===== config.mk =====
export PLATFORM = sky130hd
export DESIGN_NAME = irq_ctrl
export DESIGN_NICKNAME = d
export VERILOG_FILES = /design/src/rtl/irq_ctrl.sv
export SDC_FILE = /design/constraint.sdc
export NUM_CORES = 1
export LEC_CHECK = 0
export ABC_CLOCK_PERIOD_IN_PS = 2300
export CORE_UTILIZATION = 46
export CTS_BUF_LIST = sky130_fd_sc_hd__clkbuf_4 sky130_fd_sc_hd__clkbuf_8
export CTS_CLUSTER_DIAMETER = 100
export CTS_CLUSTER_SIZE = 28
export DETAILED_ROUTE_END_ITERATION = 8
export MAX_ROUTING_LAYER = met4
export PLACE_DENSITY_LB_ADDON = 0.3
export SLEW_MARGIN = 10
export SYNTH_ARGS = -nofsm -noshare
export SYNTH_HDL_FRONTEND = slang
export SYNTH_SLANG_ARGS = --single-unit

===== constraint.sdc =====
create_clock -name clk -period 2.3 [get_ports clk]
set_input_delay 0.345 -clock clk [delete_from_list [all_inputs] [get_ports clk]]
set_output_delay 0.345 -clock clk [all_outputs]
set_load 0.01 [all_outputs]

===== src/rtl/irq_ctrl.sv =====
// Interrupt controller: syncs, qualifies, masks and prioritizes N_SRC sources into one CP0 request.
// Optional IRQ_SYNC_EN adds a two-flop synchronizer per source (latency S=2).
module irq_ctrl #(
    parameter int N_SRC = 8
) (
    input  logic             clk,
    input  logic             rst,
    input  logic [N_SRC-1:0] irq_src,
    input  logic             cfg_we,
    input  logic [1:0]       cfg_addr,
    input  logic [31:0]      cfg_din,
    output logic [31:0]      cfg_dout,
    output logic             ir_out,
    input  logic             ir_ack,
    output logic [2:0]       irq_id
);

    typedef enum logic [1:0] {ST_IDLE, ST_REQ, ST_SVC} state_t;

    state_t           r_state, w_state_nxt;
    logic [N_SRC-1:0] w_src, r_hist, r_pend, r_mask, r_mode;
    logic [N_SRC-1:0] w_pend, w_elig, w_rise, w_clr;
    logic [2:0]       w_win, r_id;
    logic             r_ir_out;
    logic             w_wr_pend, w_eoi, w_claim;

`ifdef IRQ_SYNC_EN
    logic [N_SRC-1:0] r_sync1, r_sync2;

    always_ff @(posedge clk or posedge rst) begin
        if (rst) begin
            r_sync1 <= '0;
            r_sync2 <= '0;
        end else begin
            r_sync1 <= irq_src;
            r_sync2 <= r_sync1;
        end
    end

    assign w_src = r_sync2;
`else
    assign w_src = irq_src;
`endif

    assign w_wr_pend = cfg_we && (cfg_addr == 2'd0);
    assign w_eoi     = cfg_we && (cfg_addr == 2'd3);
    assign w_claim   = (r_state == ST_REQ) && ir_ack;

    // Level bits read the live input; edge bits read the sticky flop.
    assign w_pend = (r_pend & r_mode) | (w_src & ~r_mode);
    assign w_elig = w_pend & r_mask;
    assign w_rise = w_src & ~r_hist;

    always_comb begin
        w_clr = '0;
        if (w_wr_pend) w_clr = cfg_din[N_SRC-1:0];
        if (w_claim)   w_clr[r_id] = 1'b1;
    end

    always_comb begin
        w_win = '0;
        for (int i = N_SRC - 1; i >= 0; i--)
            if (w_elig[i]) w_win = 3'(i);
    end

    always_comb begin
        w_state_nxt = r_state;
        case (r_state)
            ST_IDLE: if (|w_elig) w_state_nxt = ST_REQ;
            // Ack beats a simultaneous loss of eligibility.
            ST_REQ: begin
                if (ir_ack)             w_state_nxt = ST_SVC;
                else if (!w_elig[r_id]) w_state_nxt = ST_IDLE;
            end
            ST_SVC:  if (w_eoi) w_state_nxt = ST_IDLE;
            default: w_state_nxt = ST_IDLE;
        endcase
    end

    always_ff @(posedge clk or posedge rst) begin
        if (rst) begin
            r_state  <= ST_IDLE;
            r_ir_out <= 1'b0;
            r_id     <= '0;
            r_hist   <= '0;
            r_pend   <= '0;
            r_mask   <= '0;
            r_mode   <= '0;
        end else begin
            r_state  <= w_state_nxt;
            r_ir_out <= (w_state_nxt == ST_REQ);
            if (r_state == ST_IDLE && |w_elig) r_id <= w_win;
            r_hist   <= w_src;
            // Set wins over claim/W1C; level-mode bits keep no sticky state.
            r_pend   <= ((r_pend & ~w_clr) | w_rise) & r_mode;
            if (cfg_we && cfg_addr == 2'd1) r_mask <= cfg_din[N_SRC-1:0];
            if (cfg_we && cfg_addr == 2'd2) r_mode <= cfg_din[N_SRC-1:0];
        end
    end

    always_comb begin
        cfg_dout = '0;
        case (cfg_addr)
            2'd0: cfg_dout = 32'(w_pend);
            2'd1: cfg_dout = 32'(r_mask);
            2'd2: cfg_dout = 32'(r_mode);
            2'd3: cfg_dout = {28'b0, (r_state == ST_SVC), r_id};
            default: cfg_dout = '0;
        endcase
    end

    assign ir_out = r_ir_out;
    assign irq_id = r_id;

endmodule


==> results.ini <==
[run_status]
outcome = finished, final reports clean

[synthesis]
syn_area_mm2 = 0.00224
synth_cells = 198
ys_seq_elements = 38
synth_top_family_by_area = multiplexers
synthMuxAreaShare = 0.193
yosysWarnings = 0
yosysTopAreaCell = dfrtp_1
synth_top_area_share = 0.425
synth-xor-area-share = 0
synth_compound_area_frac = 0.137
syn_avg_cell_area_um2 = 11.3
synth-simple-area-share = 0.141
netlist-cell-type-count = 40
yosysSeqAreaShare = 0.425
synth_area_leaders = dfrtp_1, mux2_2, buf_4, nand2_1, mux4_1
synth_fa_ha_area_frac = 0

[route]
drt_pass1_iterations = 4
ant_nets = 0
wl_per_cell_um = 15.3
drc_errors = 0
viasPerCell = 5.29
drt_iter0_drc = 85
vias = 1666
wirelength_um = 4830

[timing]
fin_crit_sh = 0.978
finalClockSkew_ps = 8.89
setup_violations = 0
clock.fmax_ghz = 0.445
fin_crit_ps = 2250
finalMaxSlewViolations = 0
holdWs_ps = 470
hold_viol = 0
rsz0062_at_grt = no
setup_tns_ps = 0

[floorplanning]
core_mm2 = 0.00469
fp.dieArea_mm2 = 0.00515
die_w_um = 71.8
rows = 25
pin_count = 82
start_util = 0.477
die_h_um = 71.8

[clocking]
hold_buffers = 0
cts_buffers = 5
clk_latency_ps = 290
cts_resized = 8
cts-root-buf = clkbuf_8
htree_num_levels = 2
postCtsSetupBuffers = 0
cts_max_path_buffers = 2
clock_sinks = 38
clk_pin_slew_ps = 80
cts_tree = yes

[pwr]
power.total_uw = 2350
pwr_density_cell_mw_per_mm2 = 835
peakVddDrop_mv = 0.490
p_leak_uw = 0.00129

[setup_path]
rrSetupSlack_ps = 340
required_ps = 1960
path_max_fanout = 3
critPathLaunchType = input port
r2r_end = irq_id[0]
r2r_cells = 7
cp-end-kind = primary output
crit_arrival_ps = 1900
critical_path_class = input port to primary output
r2r-start = r_mode[3]

[layout]
fill_cells = 412
area.growth.synth_to_final_pct = 25.6
diodes = 0
layout-drive-gt1-share = 0.276
final_common_cell = dfrtp_1
fin_nets = 306
layout_common_cells = dfrtp_1, buf_4, clkdlybuf4s50_1

[place]
dp_hpwl_um = 3600
port_buffers = 33
gp_congestion = 0.889

[global_route]
grt_pass1_vias = 1679
grt_pass1_wl_um = 8120
grt_max_degree = 39
grtUsageTotal = 0.218
use_met2 = 0.348
grt_remaining_overflow = 0
grt.busiest_layer = met2
use_met1 = 0.273
antenna_found_initial = 0
grtUsageMet3 = 0.0380

[run]
cap_violations = 0

[min_path]
hold_class = input port to asynchronous set/reset pin

==> worst max-delay path, cell delays in order <==
cell and delay [ps]:
clkdlybuf4s50_1 440, mux2_4 290, mux4_1 520, dlygate4sd2_1 310
==> state kept, by name, summed over array words and instances (netlist names) <==
signal / flops
r_hist: 8
r_mask: 8
r_mode: 8
r_pend: 8
irq_id: 3
r_state: 2
ir_out: 1
==> per-layer routing <==
metal	up-vias	wire, um
li1	786	-
met2	57	2330
met4	0	95
met3	11	289
met5	-	0
met1	812	2120
==> through the flow <==
step | utilization | worst slack (ps) | cell area [um2] | cells
global route | 0.599 | 10.6 | 2810 | 315
detailed placement | 0.581 | -144 | 2730 | 307
finish | 0.599 | 51.7 | 2810 | 315
floorplan | - | 497 | 2330 | 221
CTS | 0.599 | 48.2 | 2810 | 315
global placement | 0.581 | -133 | 2730 | 307
==> Yosys cell counts <==
| cell | number |
|---|---|
| o211ai_1 | 6 |
| a31oi_1 | 1 |
| nand4_4 | 1 |
| and2b_2 | 1 |
| buf_4 | 25 |
| mux2i_1 | 3 |
| a22oi_1 | 1 |
| inv_1 | 8 |
| o2111a_1 | 1 |
| o21a_1 | 1 |
| buf_1 | 1 |
| and3b_2 | 1 |
| conb_1 | 1 |
| o21ai_0 | 14 |
| clkbuf_1 | 2 |
| nand2_4 | 4 |
| mux4_1 | 3 |
| o311ai_0 | 3 |
| nor2_1 | 1 |
| or2b_2 | 1 |
| nand2_1 | 22 |
| a211oi_1 | 2 |
| nor3b_2 | 1 |
| or4b_2 | 1 |
| or2_2 | 1 |
| nor2b_1 | 2 |
| a21boi_0 | 4 |
| a211o_1 | 1 |
| o41ai_4 | 1 |
| nand3_1 | 1 |
| dfrtp_1 | 38 |
| nand2b_1 | 7 |
| o221ai_1 | 1 |
| mux2_4 | 5 |
| mux2_2 | 18 |
| a311oi_1 | 1 |
| mux4_2 | 2 |
| and2_1 | 5 |
| o31a_1 | 4 |
| nand3b_1 | 2 |
==> logic make-up (layout without fill, tap and decap cells) <==
kind of cell | Yosys count | count (layout)
buffers and inverters | 36 | 76
and+or+nand+nor | 51 | 51
other | 1 | 24
DFF | 38 | 38
muxes | 31 | 31
AOI/OAI and AO/OA | 41 | 41
==> power by group <==
part / leakage, uW / total (uW) / switching [uW] / internal [uW]
sequential: 0.000462 / 933 / 134 / 799
clock: 0.0000517 / 487 / 233 / 254
combinational: 0.000778 / 927 / 412 / 515
total: 0.00129 / 2350 / 779 / 1570
==> how the worst max path moves through the flow <==
| stage | from | end | cells after the start |
|---|---|---|---|
| 2_1_floorplan | r_mode[2] | irq_id[1] | 5 |
| 3_3_place_gp | irq_src[2] | cfg_dout[2] | 4 |
| 3_5_place_dp | irq_src[2] | cfg_dout[2] | 4 |
| 4_1_cts | irq_src[2] | cfg_dout[2] | 4 |
| 5_1_grt | irq_src[2] | cfg_dout[2] | 4 |
| 6_report | irq_src[2] | cfg_dout[2] | 4 |
==> final cells by class <==
class | instances | area, um2 | area share
clock buffers | 7 | 90.1 | 0.0320
clock inverters | 1 | 5.00 | 0.00178
inverters | 8 | 30.0 | 0.0107
multi-input cells | 147 | 1150 | 0.407
flip-flops and latches | 38 | 951 | 0.338
well taps | 54 | 67.6 | 0.0240
repair buffers | 60 | 523 | 0.186
No activity file was read; power rests on OpenSTA's default activity.
